## src/rtl/uart_pkg.sv

```systemverilog
// Shared UART definitions: FSM state encoding, baud-select codes and the
// bit-period divisor used by both the transmitter and the receiver.
package uart_pkg;

    typedef enum logic [1:0] {
        IDLE  = 2'd0,
        START = 2'd1,
        DATA  = 2'd2,
        STOP  = 2'd3
    } uart_state_e;

    localparam logic [1:0] BAUD_4800   = 2'b00;
    localparam logic [1:0] BAUD_9600   = 2'b01;
    localparam logic [1:0] BAUD_19200  = 2'b10;
    localparam logic [1:0] BAUD_115200 = 2'b11;

    function automatic int unsigned uart_baud(input logic [1:0] s);
        case (s)
            BAUD_4800:  return 4800;
            BAUD_9600:  return 9600;
            BAUD_19200: return 19200;
            default:    return 115200;
        endcase
    endfunction

    // Rounded clocks-per-bit; 64-bit intermediate keeps the +baud/2 from overflowing.
    function automatic int unsigned uart_div(input int unsigned clk_hz, input logic [1:0] s);
        longint unsigned b;
        longint unsigned q;
        b = longint'(uart_baud(s));
        q = (longint'(clk_hz) + b / 2) / b;
        return q[31:0];
    endfunction

endpackage

```

## src/rtl/uart_transmitter_if.sv

```systemverilog
// Byte handshake and serial line of the UART transmitter.
interface uart_transmitter_if;

    logic [1:0] S;
    logic [7:0] tx_data;
    logic       tx_valid;
    logic       tx_ready;
    logic       serial_out;
    logic       a;

    modport master (
        output S, tx_data, tx_valid,
        input  tx_ready, serial_out, a
    );

    modport slave (
        input  S, tx_data, tx_valid,
        output tx_ready, serial_out, a
    );

endinterface

```

## src/rtl/uart_baud_tick.sv

```systemverilog
// Bit-period counter: tick_o is high in the last clock of every div_i-clock period.
module uart_baud_tick #(
    parameter int W = 16
) (
    input  logic         clk_i,
    input  logic         rst_ni,
    input  logic         clr_i,
    input  logic [W-1:0] div_i,
    output logic         tick_o
);

    logic [W-1:0] cnt_q, cnt_d;

    assign tick_o = (cnt_q == div_i - W'(1));

    always_comb begin
        cnt_d = cnt_q + W'(1);
        if (clr_i || tick_o) begin
            cnt_d = '0;
        end
    end

    always_ff @(posedge clk_i or negedge rst_ni) begin
        if (!rst_ni) begin
            cnt_q <= '0;
        end else begin
            cnt_q <= cnt_d;
        end
    end

endmodule

```

## src/rtl/uart_transmitter.sv

```systemverilog
// 8N1 UART transmitter with selectable baud rate and a frame-done pulse.
module uart_transmitter
    import uart_pkg::*;
#(
    parameter int unsigned CLK_HZ       = 100_000_000,
    parameter int unsigned DIV_OVERRIDE = 0
) (
    input  logic              clk_in,
    input  logic              reset,
    uart_transmitter_if.slave bus
);

    localparam int unsigned DIV_MAX = (DIV_OVERRIDE != 0) ? DIV_OVERRIDE
                                                          : uart_div(CLK_HZ, BAUD_4800);
    localparam int DIVW = $clog2(DIV_MAX + 1);

    uart_state_e     state_q, state_d;
    logic [7:0]      data_q, data_d;
    logic [DIVW-1:0] div_q, div_d, div_sel;
    logic [2:0]      idx_q, idx_d;
    logic            ser_q, ser_d;
    logic            rdy_en_q;
    logic            tick, ready, done, start_xfer;

    // Divisors fold to constants; no runtime division is built.
    always_comb begin
        div_sel = DIVW'(DIV_OVERRIDE);
        if (DIV_OVERRIDE == 0) begin
            case (bus.S)
                BAUD_4800:  div_sel = DIVW'(uart_div(CLK_HZ, BAUD_4800));
                BAUD_9600:  div_sel = DIVW'(uart_div(CLK_HZ, BAUD_9600));
                BAUD_19200: div_sel = DIVW'(uart_div(CLK_HZ, BAUD_19200));
                default:    div_sel = DIVW'(uart_div(CLK_HZ, BAUD_115200));
            endcase
        end
    end

    assign start_xfer = bus.tx_valid && ready;

    uart_baud_tick #(.W(DIVW)) u_tick (
        .clk_i  (clk_in),
        .rst_ni (reset),
        .clr_i  (state_q == IDLE),
        .div_i  (div_q),
        .tick_o (tick)
    );

    always_ff @(posedge clk_in or negedge reset) begin
        if (!reset) begin
            state_q  <= IDLE;
            data_q   <= '0;
            div_q    <= '0;
            idx_q    <= '0;
            ser_q    <= 1'b1;
            rdy_en_q <= 1'b0;
        end else begin
            state_q  <= state_d;
            data_q   <= data_d;
            div_q    <= div_d;
            idx_q    <= idx_d;
            ser_q    <= ser_d;
            rdy_en_q <= 1'b1;
        end
    end

    // The line level is computed here and registered so serial_out never glitches.
    always_comb begin
        state_d = state_q;
        data_d  = data_q;
        div_d   = div_q;
        idx_d   = idx_q;
        ser_d   = ser_q;
        case (state_q)
            IDLE: begin
                ser_d = 1'b1;
                if (start_xfer) begin
                    state_d = START;
                    data_d  = bus.tx_data;
                    div_d   = div_sel;
                    ser_d   = 1'b0;
                end
            end
            START: begin
                if (tick) begin
                    state_d = DATA;
                    idx_d   = 3'd0;
                    ser_d   = data_q[0];
                end
            end
            DATA: begin
                if (tick) begin
                    if (idx_q == 3'd7) begin
                        state_d = STOP;
                        ser_d   = 1'b1;
                    end else begin
                        idx_d = idx_q + 3'd1;
                        ser_d = data_q[idx_q + 3'd1];
                    end
                end
            end
            STOP: begin
                ser_d = 1'b1;
                if (tick) begin
                    state_d = IDLE;
                end
            end
            default: state_d = IDLE;
        endcase
    end

    always_comb begin
        ready = (state_q == IDLE) && rdy_en_q;
        done  = (state_q == STOP) && tick;
    end

    assign bus.tx_ready   = ready;
    assign bus.a          = done;
    assign bus.serial_out = ser_q;

endmodule

```

## src/flat_wrapper.sv

```systemverilog
// flat-port wrapper written by rule: the top's interface ports become plain ports
module uart_transmitter_flat import uart_pkg::*;
#(
    parameter int unsigned CLK_HZ       = 100_000_000,
    parameter int unsigned DIV_OVERRIDE = 0
)
  (clk_in, reset, bus_S, bus_tx_data, bus_tx_valid, bus_tx_ready, bus_serial_out, bus_a);
  uart_transmitter_if bus_i ();
  input  logic clk_in;
  input  logic reset;
  input wire logic [$bits(bus_i.S)-1:0] bus_S;
  input wire logic [$bits(bus_i.tx_data)-1:0] bus_tx_data;
  input wire logic [$bits(bus_i.tx_valid)-1:0] bus_tx_valid;
  output wire logic [$bits(bus_i.tx_ready)-1:0] bus_tx_ready;
  output wire logic [$bits(bus_i.serial_out)-1:0] bus_serial_out;
  output wire logic [$bits(bus_i.a)-1:0] bus_a;
  assign bus_i.S = bus_S;
  assign bus_i.tx_data = bus_tx_data;
  assign bus_i.tx_valid = bus_tx_valid;
  assign bus_tx_ready = bus_i.tx_ready;
  assign bus_serial_out = bus_i.serial_out;
  assign bus_a = bus_i.a;
  uart_transmitter #(.CLK_HZ(CLK_HZ), .DIV_OVERRIDE(DIV_OVERRIDE)) u_core (.clk_in(clk_in), .reset(reset), .bus(bus_i));
endmodule
```

## config.mk

```make
export PLATFORM = sky130hd
export DESIGN_NAME = uart_transmitter_flat
export DESIGN_NICKNAME = d
export VERILOG_FILES = /design/src/rtl/uart_pkg.sv /design/src/rtl/uart_transmitter_if.sv /design/src/rtl/uart_baud_tick.sv /design/src/rtl/uart_transmitter.sv /design/src/flat_wrapper.sv
export SDC_FILE = /design/constraint.sdc
export NUM_CORES = 1
export LEC_CHECK = 0
export ABC_AREA = 1
export CAP_MARGIN = 10
export CORE_MARGIN = 4
export CORE_UTILIZATION = 50
export CTS_BUF_LIST = sky130_fd_sc_hd__clkbuf_2 sky130_fd_sc_hd__clkbuf_4 sky130_fd_sc_hd__clkbuf_8
export DETAILED_ROUTE_END_ITERATION = 12
export PLACE_DENSITY = 0.76
export SYNTH_ARGS = -nofsm -noshare
export SYNTH_HDL_FRONTEND = slang
export SYNTH_HIERARCHICAL = 1
export SYNTH_SLANG_ARGS = --single-unit
```

## constraint.sdc

```tcl
create_clock -name clk_in -period 2.1 [get_ports clk_in]
set_input_delay 0.42 -clock clk_in [delete_from_list [all_inputs] [get_ports clk_in]]
set_output_delay 0.42 -clock clk_in [all_outputs]
set_load 0.03 [all_outputs]
```

After elaboration in Yosys (flattened, before gate mapping)
Index checks and enable logic that the tools add are counted.
{"block": "op_classes", "muxes": 19, "n_reduce_logical": 11, "addsub": 3, "n_lt_le_gt_ge": 1, "n_eq_ne": 13}
{"cell": "$pmux W15 S3", "count": 1}
{"cell": "$add A15 B1 Y15 const B", "count": 1}
{"cell": "$eq A15 B15 Y1", "count": 1}
{"cell": "$mux W15", "count": 1}
{"cell": "$sub A15 B1 Y15 const B", "count": 1}
{"cell": "$mux W2", "count": 5}
{"cell": "$ne A2 B1 Y1 const B", "count": 5}
{"cell": "$mux W3", "count": 3}
{"cell": "$pmux W2 S4", "count": 1}
{"cell": "$eq A2 B2 Y1 const B", "count": 3}
{"cell": "$pmux W3 S2", "count": 1}
{"cell": "$mux W1", "count": 5}
{"cell": "$reduce_and A5 Y1", "count": 1}
{"cell": "$eq A2 B1 Y1 const B", "count": 2}
{"cell": "$logic_not A2 Y1", "count": 2}
{"cell": "$lt A3 B4 Y1 const B", "count": 1}
{"cell": "$pmux W1 S4", "count": 1}
{"cell": "$reduce_and A2 Y1", "count": 2}
{"cell": "$reduce_and A4 Y1", "count": 1}
{"cell": "$add A3 B1 Y3 const B", "count": 1}
{"cell": "$bmux W1 S3", "count": 1}
{"cell": "$eq A3 B3 Y1 const B", "count": 1}
{"cell": "$logic_and A1 B1 Y1", "count": 3}
{"cell": "$ne A2 B2 Y1 const B", "count": 1}
{"cell": "2 further kinds", "count": 2}
{"block": "word_totals", "output_inout_bits": 3, "regBits": 45}

Depth between registers and ports, before layout
Gate-level depths: netlist of run 1.
{"block": "depth", "depth_word": 6, "depth_mapped": 17, "mapped_depth_nobuf": 17}

By module
The synthesis of run 1 kept the hierarchy.
{"mod": "uart_baud_tick", "area_per_inst_um2": 1361.3, "seq_area_each_um2": 375.4, "cells_per_inst": 212, "n_inst": 1}
{"mod": "uart_transmitter", "area_per_inst_um2": 1258.7, "seq_area_each_um2": 626.9, "cells_per_inst": 150, "n_inst": 1}

Worst setup path after synthesis of run 1
OpenSTA, ideal clock, no wires.
{"block": "synth_timing", "kind": "register to output", "from": "register u_core.div_q[0]", "to": "output bus_a", "slack_ns": -0.193, "path_stages_with_launch": 13, "required_time_ns": 1.680, "arrival_time_ns": 1.873, "path_cell_list": "dfrtp_1 inv_1 ha_1 nand2_4 nor2_2 nand2_1 xor2_1 inv_1 nor2_1 nand3_2 inv_1 nand2_1 inv_1"}
{"block": "synth_between", "elab_chain_cells": 3}
{"element": "start: declaration", "line_no": "uart_transmitter.sv:19", "text": "logic [DIVW-1:0] div_q, div_d, div_sel;"}
{"element": "start signal: assignment", "line_no": "uart_transmitter.sv:59", "text": "div_q <= div_d;"}
{"element": "$sub A15 B1 Y15", "line_no": "uart_baud_tick.sv:14", "text": "assign tick_o = (cnt_q == div_i - W'(1));"}
{"element": "$eq A15 B15 Y1", "line_no": "uart_baud_tick.sv:14"}
{"element": "named net u_core.tick", "line_no": "uart_transmitter.sv:23", "text": "logic tick, ready, done, start_xfer;"}
{"element": "$logic_and A1 B1 Y1", "line_no": "uart_transmitter.sv:113", "text": "done = (state_q == STOP) && tick;"}
{"element": "end: declaration", "line_no": "flat_wrapper.sv:16", "text": "output wire logic [$bits(bus_i.a)-1:0] bus_a;"}
The timed path passes the listed nets, and every way through them passes these cells.

Final worst setup path of run 1
{"block": "layout_timing", "from": "register u_core.div_q[9]", "to": "output bus_a"}
Same word-level chain as after synthesis.

==> results of run 1 <==
[registers in the layout (all words and copies together) (netlist names)]
| register | count |
|---|---|
| u_core/u_tick/cnt_q | 15 |
| u_core/div_q | 10 |
| u_core/data_q | 8 |
| u_core/idx_q | 3 |
| u_core/state_q | 2 |
| u_core/bus.serial_out | 1 |
| u_core/rdy_en_q | 1 |
[cell type report]
| class | instances | area [µm²] |
|---|---|---|
| fill | 446 | 1880 |
| multi-input combinational | 272 | 1520 |
| sequential | 40 | 1010 |
| timing repair buffer | 38 | 334 |
| inverter | 48 | 181 |
| clock buffer | 8 | 97.6 |
| tap | 70 | 87.6 |
[report_power, final]
part	switching (W)	internal (W)	leakage (nW)
clock network	0.000255	0.000294	0.0523
logic	0.0000318	0.0000287	1.12
registers	0.000000242	0.000771	0.518
total	0.000287	0.00109	1.69
[how the worst min path moves through the flow]
stage	slack [ns]	endpoint	cells after the start
after floorplan	0.12	u_core/data_q[0]$_DFFE_PN0P_	0
after global placement	0.46	u_core/data_q[2]$_DFFE_PN0P_	2
after detailed placement	0.47	u_core/data_q[1]$_DFFE_PN0P_	2
after CTS	0.20	u_core/u_tick/cnt_q[5]$_DFF_PN0_	2
after global routing	0.23	u_core/u_tick/cnt_q[4]$_DFF_PN0_	2
final	0.17	u_core/u_tick/cnt_q[5]$_DFF_PN0_	2
[critical path, stage by stage, from the launching register on]
cell,delay (ns)
sky130_fd_sc_hd__dfrtp_2,0.49
sky130_fd_sc_hd__nor2_4,0.19
sky130_fd_sc_hd__nand2_4,0.10
sky130_fd_sc_hd__nor2_4,0.13
sky130_fd_sc_hd__nand2_1,0.08
sky130_fd_sc_hd__xor2_1,0.15
sky130_fd_sc_hd__inv_1,0.06
sky130_fd_sc_hd__nor2_1,0.11
sky130_fd_sc_hd__nand3_2,0.09
sky130_fd_sc_hd__inv_2,0.06
sky130_fd_sc_hd__nand2_1,0.06
sky130_fd_sc_hd__inv_2,0.05
sky130_fd_sc_hd__buf_6,0.12
[logic make-up after synthesis]
group / after synthesis
and+or+nand+nor: 214
xor gates and xnor gates: 20
other: 2
buffers and inverters: 52
AOI/OAI and AO/OA: 20
DFF: 40
adders and majority gates: 14
[synth_stat cells (all sizes together), types with 4 or more instances]
master / number / area, µm²
a21oi: 4 / 23.8
buf: 4 / 28.8
dfrtp: 39 / 976
ha: 14 / 175
inv: 47 / 176
nand2: 123 / 487
nand3: 31 / 160
nand4: 6 / 37.5
nor2: 45 / 201
nor3: 5 / 25.0
o21ai: 13 / 65.1
xnor2: 8 / 70.1
xor2: 12 / 105
[through the flow]
step / setup TNS (ns) / std cells / utilization / hold WS (ns) / worst slack (ns)
after detailed placement: -0.881 / 465 / 0.588 / 0.465 / -0.163
after global routing: -2.17 / 476 / 0.631 / 0.227 / -0.481
after CTS: -0.444 / 474 / 0.616 / 0.203 / -0.293
final: -0.967 / 476 / 0.631 / 0.171 / -0.312
after floorplan: 0 / 364 / - / 0.124 / 0.00903
after global placement: -0.320 / 465 / 0.588 / 0.465 / -0.0604
[timing repair]
action	CTS	global route
gates resized for setup	15	21
setup buffers	1	2
endpoints found under the hold margin	0	0
pin swaps	6	4
endpoints found under the setup margin	7	7
[routing by layer]
| metal | up-vias | global-route usage |
|---|---|---|
| met1 | 1120 | 0.242 |
| met3 | 4 | 0.0314 |
| met5 | - | 0 |
| met2 | 43 | 0.350 |
| li1 | 1201 | - |
| met4 | 0 | 0.0777 |
==> PnR_summary.wiki, run 1 <==
{| class="wikitable"
! Metric !! Value
|-
| Worst clock skew on the final layout || 0.00598 ns
|-
| Largest fanout of any net on the critical path || 7
|-
| Clk Tree Root Cell || sky130_fd_sc_hd__clkbuf_8
|-
| Total Wirelength || 5.73 mm
|-
| DRC Markers || 0
|-
| Global-route wire length before repair || 10.2 mm
|-
| Largest family of logic cells by synthesized area || simple AND/OR/NAND/NOR gates
|-
| Detailed placer's ending HPWL || 4.18 mm
|-
| #FFs+latches synth || 40
|-
| Port Buffers || 15
|-
| Number of hold violations in the final report || 0
|-
| Pin count of the biggest net entering global routing || 41
|-
| Post-Syn Area || 0.00262 mm²
|-
| Fraction of final layout cells sized beyond drive strength 1 || 0.187
|-
| Library cells used by synthesis || 31
|-
| Worst slew slack as a fraction of its limit || 0.663
|-
| Start point of the critical path || u_core/div_q[9]$_DFFE_PN0P_
|-
| Transition time at the pin with the least slew margin || 0.506 ns
|-
| Via density per instance || 4.97
|-
| Max-cap violations || 0
|-
| Placed standard-cell area || 0.00300 mm²
|-
| Reg2reg start || u_core/div_q[9]$_DFFE_PN0P_
|-
| Multiplexer share of the synthesized area || 0
|-
| Routed length on met1 || 2.52 mm
|-
| End of the worst register-to-register path || u_core/state_q[0]$_DFFE_PN0P_
|-
| Total power per unit cell area || 428 mW/mm²
|-
| Commonest cells after routing, fill and taps aside || sky130_fd_sc_hd__nand2_1, sky130_fd_sc_hd__inv_1, sky130_fd_sc_hd__dfrtp_1
|-
| Cell leakage power || 1.69 nW
|-
| Worst setup path class || flop to primary output
|-
| Number of nets with antenna violations after routing || 0
|-
| Post-synthesis share of cell area spent on xor and xnor gates || 0.0669
|-
| Kind of capture point of the worst setup path || primary output
|-
| Length of routed met2 wiring || 2.95 mm
|-
| Max Freq || 0.415 GHz
|-
| Number of hold buffers added after cts || 0
|-
| Number of optimization iterations in the first detailed-route pass || 4
|-
| Period utilization || 1.15
|-
| Count of clock tree sinks || 40
|-
| Area of all placed cells without fillers || 0.00322 mm²
|-
| Insertion delay to the later sink of the worst-skew pair || 0.29 ns
|-
| Total gr overflow || 0
|-
| Number of antenna diodes || 0
|-
| Standard-cell rows || 26
|-
| Clock H-tree levels || 2
|-
| Starting Density || 0.513
|-
| Outcome || finished, violations left
|-
| Max-slew violation total from the final report || 0
|-
| Area of the die || 0.00646 mm²
|-
| Crit path arrival time || 1.99 ns
|-
| Synth Area in Simple Gates || 0.359
|-
| Unrepaired setup endpoints after global routing || true
|-
| Post-Synth Adder-Cell Area || 0.0669
|-
| Last weighted congestion value of the routability-driven placer || 0.884
|-
| Violations in the final reports || negative setup slack
|-
| TritonCTS clock tree || done
|-
| Clock-pin slew on the worst setup and hold paths || 0.08 ns
|-
| Die Wd || 80.4 µm
|-
| Count of vias placed by the detailed router || 2368
|-
| Complex-gate fraction of the synthesized area || 0.0420
|-
| Number of enable flip-flop cells after synthesis || 0
|-
| Async SR Flop Fraction || 1.00
|-
| Overall power after layout || 0.00138 W
|-
| Sequential fraction of the synthesis area || 0.383
|-
| Kind of start point of the critical path || flop
|-
| R2R cell count || 16
|-
| Area of the core || 0.00511 mm²
|-
| Detailed-routed wire length on met3 || 231 µm
|-
| Initial drt markers || 154
|-
| Inserted Clock Buffers || 5
|-
| Dominant register cell in the synthesized netlist || sky130_fd_sc_hd__dfrtp_1
|-
| Worst EP required || 1.68 ns
|-
| Final layout net count || 432
|-
| Vertical die dimension || 80.4 µm
|-
| Routed length per instance || 12.0 µm
|-
| Ys Warns || 6
|-
| Worst-case register-to-register setup slack || -0.19 ns
|-
| Boundary pin count || 16
|-
| Most common library cell in the layout ignoring fill and taps || sky130_fd_sc_hd__nand2_1
|-
| Endpoint of the worst setup timing path || bus_a
|-
| Vias in the first global route || 2451
|-
| Worst Hold Class || primary input to asynchronous set/reset pin
|-
| Max VDD drop || 0.260 mV
|-
| Synthesized area per cell || 7.24 µm²
|-
| Final worst path period need || 2.41 ns
|-
| Least setup slack across all paths after layout || -0.312 ns
|-
| Post-synthesis cell count || 362
|-
| Number of antenna violations at the first check in global routing || 0
|-
| Global router's overall resource usage || 0.199
|-
| Highest routing layer actually used || met4
|-
| Final setup vio count || 6
|-
| Area growth syn-to-layout || 23.0%
|-
| Clock tree buffer depth || 2
|}
Note: power is estimated with default switching activity, not from simulation.
==> run 2: changes to the inputs <==
--- a/config.mk
+++ b/config.mk
@@ -12,6 +12,7 @@
 export CTS_BUF_LIST = sky130_fd_sc_hd__clkbuf_2 sky130_fd_sc_hd__clkbuf_4 sky130_fd_sc_hd__clkbuf_8
 export DETAILED_ROUTE_END_ITERATION = 12
 export PLACE_DENSITY = 0.76
+export SLEW_MARGIN = 10
 export SYNTH_ARGS = -nofsm -noshare
 export SYNTH_HDL_FRONTEND = slang
 export SYNTH_HIERARCHICAL = 1
==> results of run 2 <==
The final DEF is identical to that of run 1; final timing and power are the same.
